[config.mk]
export PLATFORM = sky130hd
export DESIGN_NAME = pc_sequencer
export DESIGN_NICKNAME = d
export VERILOG_FILES = /design/src/rtl/mc_pkg.sv /design/src/rtl/pc_return_stack.sv /design/src/rtl/pc_sequencer.sv
export SDC_FILE = /design/constraint.sdc
export NUM_CORES = 1
export LEC_CHECK = 0
export BUFFER_PORTS_ARGS = -buffer_cell sky130_fd_sc_hd__clkbuf_2
export CORE_ASPECT_RATIO = 0.6
export CORE_MARGIN = 3
export CORE_UTILIZATION = 30
export DETAILED_ROUTE_END_ITERATION = 12
export SYNTH_ARGS = -nofsm -noshare
export SYNTH_HDL_FRONTEND = slang
export SYNTH_HIERARCHICAL = 1
export SYNTH_SLANG_ARGS = --single-unit
[constraint.sdc]
create_clock -name clk -period 5.7 [get_ports clk]
set_input_delay 1.14 -clock clk [delete_from_list [all_inputs] [get_ports clk]]
set_output_delay 1.14 -clock clk [all_outputs]
set_load 0.005 [all_outputs]
[src/rtl/mc_pkg.sv]
// Shared constants and types for the MC14500B fetch path.
package mc_pkg;

   localparam int unsigned DEFAULT_ADDR_WIDTH  = 8;
   localparam int unsigned DEFAULT_STACK_DEPTH = 4;

   typedef enum logic [1:0] {
      PC_HOLD,
      PC_RET,
      PC_JMP,
      PC_INC
   } pc_src_t;

endpackage

[src/rtl/pc_return_stack.sv]
// LIFO of return addresses with a depth counter; guards against push-when-full
// and pop-when-empty.
module pc_return_stack
   import mc_pkg::*;
#(
   parameter int unsigned ADDR_WIDTH  = DEFAULT_ADDR_WIDTH,
   parameter int unsigned STACK_DEPTH = DEFAULT_STACK_DEPTH
) (
   input  logic                                 clk,
   input  logic                                 rst_n,
   input  logic                                 push,
   input  logic                                 pop,
   input  logic [ADDR_WIDTH-1:0]                push_data,
   output logic [ADDR_WIDTH-1:0]                top,
   output logic [$clog2(STACK_DEPTH+1)-1:0]     depth,
   output logic                                 full,
   output logic                                 empty
);

   localparam int unsigned DW = $clog2(STACK_DEPTH + 1);

   logic [ADDR_WIDTH-1:0] mem_q [STACK_DEPTH];
   logic [DW-1:0]         depth_q, depth_d;
   logic                  do_push, do_pop;

   assign full    = (depth_q == DW'(STACK_DEPTH));
   assign empty   = (depth_q == '0);
   assign do_push = push && !full;
   // Push wins if both are requested; the sequencer never issues both.
   assign do_pop  = pop && !empty && !push;

   always_comb begin
      depth_d = depth_q;
      if (do_push) begin
         depth_d = depth_q + 1'b1;
      end else if (do_pop) begin
         depth_d = depth_q - 1'b1;
      end
   end

   always_ff @(posedge clk or negedge rst_n) begin
      if (!rst_n) begin
         depth_q <= '0;
      end else begin
         depth_q <= depth_d;
      end
   end

   // Storage is not reset; entries above depth are never observed.
   always_ff @(posedge clk) begin
      for (int i = 0; i < int'(STACK_DEPTH); i++) begin
         if (do_push && depth_q == DW'(i)) begin
            mem_q[i] <= push_data;
         end
      end
   end

   always_comb begin
      top = '0;
      for (int i = 0; i < int'(STACK_DEPTH); i++) begin
         if (depth_q == DW'(i + 1)) begin
            top = mem_q[i];
         end
      end
   end

   assign depth = depth_q;

endmodule

[src/rtl/pc_sequencer.sv]
// Program counter for the MC14500B: increment, JMP/call, RTN via return stack,
// and FLGF halt hold, with sticky overflow/underflow flags.
module pc_sequencer
   import mc_pkg::*;
#(
   parameter int unsigned ADDR_WIDTH  = DEFAULT_ADDR_WIDTH,
   parameter int unsigned STACK_DEPTH = DEFAULT_STACK_DEPTH
) (
   input  logic                                 clk,
   input  logic                                 rst_n,
   input  logic                                 halt,
   input  logic                                 jmp,
   input  logic                                 call,
   input  logic                                 rtn,
   input  logic [ADDR_WIDTH-1:0]                target,
   output logic [ADDR_WIDTH-1:0]                address,
   output logic [$clog2(STACK_DEPTH+1)-1:0]     stack_depth,
   output logic                                 overflow,
   output logic                                 underflow
);

   logic [ADDR_WIDTH-1:0] pc_q, pc_d, pc_inc, stk_top;
   logic                  ovf_q, ovf_d, unf_q, unf_d;
   logic                  push, pop, stk_full, stk_empty;
   pc_src_t               src;

   assign pc_inc = pc_q + 1'b1;

   // Priority: halt > rtn > jmp > increment.
   always_comb begin
      src   = PC_INC;
      push  = 1'b0;
      pop   = 1'b0;
      ovf_d = ovf_q;
      unf_d = unf_q;
      if (halt) begin
         src = PC_HOLD;
      end else if (rtn) begin
         if (!stk_empty) begin
            src = PC_RET;
            pop = 1'b1;
         end else begin
            unf_d = 1'b1;
         end
      end else if (jmp) begin
         src = PC_JMP;
         if (call) begin
            if (!stk_full) begin
               push = 1'b1;
            end else begin
               ovf_d = 1'b1;
            end
         end
      end
   end

   always_comb begin
      pc_d = pc_inc;
      unique case (src)
         PC_HOLD: pc_d = pc_q;
         PC_RET:  pc_d = stk_top;
         PC_JMP:  pc_d = target;
         PC_INC:  pc_d = pc_inc;
         default: pc_d = pc_inc;
      endcase
   end

   always_ff @(posedge clk or negedge rst_n) begin
      if (!rst_n) begin
         pc_q  <= '0;
         ovf_q <= 1'b0;
         unf_q <= 1'b0;
      end else begin
         pc_q  <= pc_d;
         ovf_q <= ovf_d;
         unf_q <= unf_d;
      end
   end

   pc_return_stack #(
      .ADDR_WIDTH  (ADDR_WIDTH),
      .STACK_DEPTH (STACK_DEPTH)
   ) u_stack (
      .clk       (clk),
      .rst_n     (rst_n),
      .push      (push),
      .pop       (pop),
      .push_data (pc_inc),
      .top       (stk_top),
      .depth     (stack_depth),
      .full      (stk_full),
      .empty     (stk_empty)
   );

   assign address   = pc_q;
   assign overflow  = ovf_q;
   assign underflow = unf_q;

endmodule

==> results.yml, run 1 <==
logic_synthesis:
  syn_area_sq_mm: 0.00225
  synth-seq-cells: 45
  ys_seq_area_frac: 0.571
  ys_types: 47
  ys_warn_count: 6
  yosys.area.top_type: "edfxtp_1"
  synth-simple-area-share: 0.161
  synthFlopType: "edfxtp_1"
  synth_compound_area_frac: 0.145
  synth_top_family_by_area: "simple AND/OR/NAND/NOR gates"
  netlist_top_cells_area: "edfxtp_1, dfrtp_1, a221oi_1"
  synth_most_common_cell: "edfxtp_1"
  muxShareOfSynthArea: 0.00944
  synth_area_per_cell_sq_um: 11.7
  yosys-top-cells-count: "edfxtp_1, nand2_1, dfrtp_1"
  syn-num-nets: 213
  synth-edff-count: 32
  async_reset_ff_frac: 0.289
  yosys.area_share.adder: 0.0389
  yosysTopAreaCellShare: 0.427
  syn-instance-count: 192
  synth-xor-area-share: 0.0311
timing:
  finalSetupTns_ps: 0
  max_freq_mhz: 364
  period_minus_slack_ps: 2740
  min_period_over_period: 0.481
  finClkSkew_ps: 8.57
  maxSlewViolCount: 0
  final.setup.worst_slack_ps: 2960
  rsz0062_at_grt: "no"
  hold_ws_ps: 475
  setup_violations: 0
  worst_pin_slew_ps: 575
  slew_headroom: 0.614
  timing_hold_violations_final: 0
layout:
  drive_above_1_share: 0.223
  nets: 240
  final_area_sq_mm: 0.00264
  multiInputGateArea_sq_um: 873
  finish.utilization: 0.379
  final_cells: 320
  regArea_sq_mm: 0.00129
  syn2layout_area_growth_pct: 17.3
  n_antenna_cell: 0
  fill_cells: 701
floorplan:
  die-area_sq_mm: 0.00862
  dieWidth_um: 118
  die_h_um: 73.1
  num_rows: 23
  io_pins: 27
  core_area_sq_mm: 0.00696
  initial_core_util: 0.323
global_routing:
  grt_pass1_wl_um: 8510
  grt_usage: 0.134
  grt_overflow: 0
  antenna_found_initial: 0
  grt_max_degree: 22
  grt_pass1_vias: 1465
clock_network:
  clock_sinks: 45
  postCtsSetupBuffers: 0
  h-tree-depth: 2
  clockBufferDepth: 2
  postCtsResizedCells: 0
  clock_latency_ps: 290
  clk_pin_slew_ps: 70
  cts_buffers: 5
  hold_buffers: 0
  cts-root-buf: "clkbuf_16"
  cts_tree: "built"
job:
  maxCapViolations: 0
critical_path:
  critical_path_buf_inv_count: 2
  timing.rr.start: "u_stack/depth[1]$_DFFE_PN0P_"
  path_depth: 9
  end_kind: "flip-flop"
  worst_ep_required_time_ps: 5860
  critPathMaxFanout: 11
  worstRegToRegCells: 9
  cp-startpoint: "u_stack/depth[1]$_DFFE_PN0P_"
  rr_endpoint: "address[5]$_DFFE_PN0P_"
  crit_type: "flip-flop to flip-flop"
  ff2ff_setup_slack_ps: 2960
  cp_cell_sequence: "inv_1 > ha_1 > nand2_2 > clkinv_1 > a221oi_1 > a21oi_1 > a22oi_1 > o21ai_0 > or3_1"
  start_kind: "flip-flop"
  cp.arrival_ps: 2910
  max_stage_delay_ps: 430
  critPathTopFamily: "compound AO/OA/AOI/OAI gates"
  cp_slowest_cell: "dfrtp_1"
power_and_ir_drop:
  p_total_mw: 1.33
  ir_drop_v: 0.000198
  cellPowerDensity_mw_per_mm2: 504
  leakagePower_nw: 0.999
routing:
  wl_per_cell_um: 17.3
  viasPerCell: 5.03
  vias: 1609
  drtIter0Drc: 112
  drt_wl_total_um: 5550
  drc: 0
  first_pass_iters: 6
  detail-route-antenna-nets: 0
min_path:
  whs_path_depth: 1
  hold_path.class: "flip-flop to flip-flop"
  holdCritStartpoint: "underflow$_DFFE_PN0P_"
  hold_end: "underflow$_DFFE_PN0P_"
placement:
  placed_cell_area_sq_mm: 0.00247
  dp.cells: 312
  dpl_worst_slack_ps: 2790
  numPortBuffers: 26
  dpl.hpwl_um: 4140
  gp_congestion: 0.835
outcome:
  status: "completed"
metal layers:
layer | GRT usage | wire length [um] | up-vias
met5 | 0 | 0 | -
met1 | 0.212 | 2860 | 751
li1 | - | - | 777
met3 | 0.0349 | 434 | 11
met2 | 0.169 | 2150 | 70
met4 | 0.0481 | 110 | 0
flip-flops by register name, summed over array words and instances (netlist names):
name and count:
underflow 1, address 8, overflow 1, u_stack/depth 3, u_stack/mem_q 32
kinds of logic after synthesis:
kind of cell | count (synthesis)
buffers and inverters | 19
DFF | 45
AOI/OAI and AO/OA | 50
muxes | 2
and+or+nand+nor | 61
xor gates and xnor gates | 8
adders and majority gates | 7
cells in the final DEF, fill, tap and decap left out, types with 2 or more instances in the layout:
cell type / instances
a221oi_1: 12
ha_1: 7
edfxtp_1: 32
nor2b_1: 2
a21oi_1: 12
or3_1: 2
dfrtp_1: 13
o21ai_0: 9
buf_4: 3
nor4_1: 4
nand3_1: 3
clkbuf_16: 5
and3_1: 5
nor2_1: 10
a22oi_1: 4
nand2_1: 16
xnor2_1: 7
clkbuf_2: 26
o21ai_1: 7
inv_1: 9
nor3_1: 4
how the worst max path moves through the flow:
stage | end
floorplan | u_stack/mem_q[1][0]$_DFFE_PP_
global placement | u_stack/mem_q[1][5]$_DFFE_PP_
detailed placement | u_stack/mem_q[1][7]$_DFFE_PP_
CTS | address[5]$_DFFE_PN0P_
global route | u_stack/mem_q[2][3]$_DFFE_PP_
finish | address[5]$_DFFE_PN0P_
where the power goes:
group          internal (mW)  leakage [nW]  switching, mW
Combinational          0.194         0.471          0.294
Clock                  0.208        0.0810          0.119
Sequential             0.441         0.448         0.0770
layout make-up:
cell class,instances,share of cell area
Sequential cell,45,0.487
Multi-Input combinational cell,128,0.330
Timing Repair Buffer,29,0.0578
Clock buffer,6,0.0488
Tap cell,100,0.0473
Clock inverter,2,0.0147
Inverter,10,0.0142
Note: power is estimated with default switching activity, not from simulation.
==> run 2, diff against run 1 <==
Clock period 5.7 ns to 2.4 ns, I/O delays scaled along.
==> results.yml, run 2 (synthesized netlist as in run 1, its figures left out) <==
outcome:
  status: "completed"
timing:
  maxSlewViolCount: 0
  rsz0062_at_grt: "no"
  finClkSkew_ps: 4.35
  hold_ws_ps: 98.5
  timing_hold_violations_final: 0
  max_freq_mhz: 453
  slew_headroom: 0.693
  min_period_over_period: 0.920
  worst_pin_slew_ps: 457
  finalSetupTns_ps: 0
  period_minus_slack_ps: 2210
  setup_violations: 0
clock_network:
  postCtsSetupBuffers: 0
  cts-root-buf: "clkbuf_16"
  clk_pin_slew_ps: 60
  cts_buffers: 5
  clock_sinks: 45
  clock_latency_ps: 280
  clockBufferDepth: 2
  h-tree-depth: 2
  cts_tree: "built"
critical_path:
  timing.rr.start: "u_stack/depth[1]$_DFFE_PN0P_"
  crit_type: "flip-flop to flip-flop"
  end_kind: "flip-flop"
  cp-startpoint: "u_stack/depth[1]$_DFFE_PN0P_"
  cp.arrival_ps: 2370
  max_stage_delay_ps: 430
  critPathMaxFanout: 10
  rr_endpoint: "address[7]$_DFFE_PN0P_"
  cp_cell_sequence: "ha_1 > ha_1 > buf_4 > a221oi_2 > a21oi_1 > a22oi_1 > o21ai_0 > or3_1"
  cp_slowest_cell: "dfrtp_1"
  ff2ff_setup_slack_ps: 190
  cpMostUsedCell: "ha_1"
  worst_ep_required_time_ps: 2560
  worstRegToRegCells: 8
  start_kind: "flip-flop"
placement:
  numPortBuffers: 26
  placed_cell_area_sq_mm: 0.00256
  dpl.hpwl_um: 4150
  dp.cells: 322
  gp_congestion: 0.771
floorplan:
  core_area_sq_mm: 0.00696
  die_h_um: 73.1
  dieWidth_um: 118
  io_pins: 27
  initial_core_util: 0.323
  die-area_sq_mm: 0.00862
  num_rows: 23
power_and_ir_drop:
  seq_power_share: 0.386
  ir_drop_v: 0.000407
  swShare: 0.375
  p_int_mw: 1.96
  power_frac_comb: 0.402
  p_sw_mw: 1.18
  cellPowerDensity_mw_per_mm2: 1160
  pwr-share-clk: 0.212
  leakagePower_nw: 1.04
  p_total_mw: 3.14
global_routing:
  grt_pass1_wl_um: 9250
  grt_busiest_layer: "met1"
  grt_max_degree: 19
  grt_pass1_vias: 1586
  grt_overflow: 0
  use_met3: 0.0372
  gr-usage-met2: 0.173
  antenna_found_initial: 0
  grt_usage: 0.139
  met1_usage: 0.232
layout:
  final_area_sq_mm: 0.00271
  syn2layout_area_growth_pct: 20.5
  drive_above_1_share: 0.278
  nets: 250
  layout_common_cells: "edfxtp_1, clkbuf_2, nand2_1, dfrtp_1, buf_4"
  largest_reg_flops: 32
  n_antenna_cell: 0
  layout.cells.most_common: "edfxtp_1"
  final_cells: 330
  regMostFlops: "u_stack/mem_q"
routing:
  drt_wl_total_um: 5700
  detail-route-antenna-nets: 0
  drtIter0Drc: 156
  viasPerCell: 5.18
  drc: 0
  vias: 1709
  first_pass_iters: 4
  wl_per_cell_um: 17.3
job:
  maxCapViolations: 0
min_path:
  hold_path.class: "input pin to async pin"
==> run 2: metal layers <==
layer / vias up / share of wire
li1: 795 / -
met5: - / 0
met3: 4 / 0.058
met4: 0 / 0.0053
met2: 60 / 0.38
met1: 850 / 0.56
==> run 2: what timing repair did <==
item / 4_1_cts / 5_1_grt
hold buffers: 0 / 0
endpoints found under the hold margin: 0 / 0
gates resized for setup: 0 / 3
setup endpoints to repair: 0 / 4
==> run 2: area by class of cell <==
class                      instances  area (sq um)
fill                             699          4250
sequential                        45          1290
multi-input combinational        128           896
timing repair buffer              39           228
clock buffer                       7           133
tap                              100           125
inverter                          10          41.3
clock inverter                     1          5.00
==> run 2: power by group through the flow <==
stage                     Clock (mW)  Sequential [mW]  Combinational, mW
after floorplan                    0             1.20              0.772
after global placement             0             1.22               1.23
after detailed placement           0             1.23               1.23
after CTS                      0.670             1.21               1.24
after global routing           0.706             1.24               1.40
final                          0.666             1.21               1.26
==> run 2: worst max-delay path by stage <==
stage	to	slack [ps]
3_3_place_gp	address[7]$_DFFE_PN0P_	180
3_5_place_dp	address[7]$_DFFE_PN0P_	140
2_1_floorplan	u_stack/mem_q[0][0]$_DFFE_PP_	1
4_1_cts	address[7]$_DFFE_PN0P_	110
5_1_grt	address[6]$_DFFE_PN0P_	3
6_report	address[7]$_DFFE_PN0P_	190
==> run 2: worst max-delay path: cells and delay by family (launching register included) <==
family,cells,cell delay [ps]
AOI/OAI and AO/OA,4,710
adders and majority gates,2,430
buffers and inverters,1,190
DFF,1,430
and+or+nand+nor,1,320
==> run 2: metrics by stage <==
step / worst slack, ps / util
after floorplan: 1.13 / -
after global placement: 180 / 0.368
after detailed placement: 139 / 0.368
after CTS: 113 / 0.388
after global routing: 2.63 / 0.390
final: 192 / 0.390
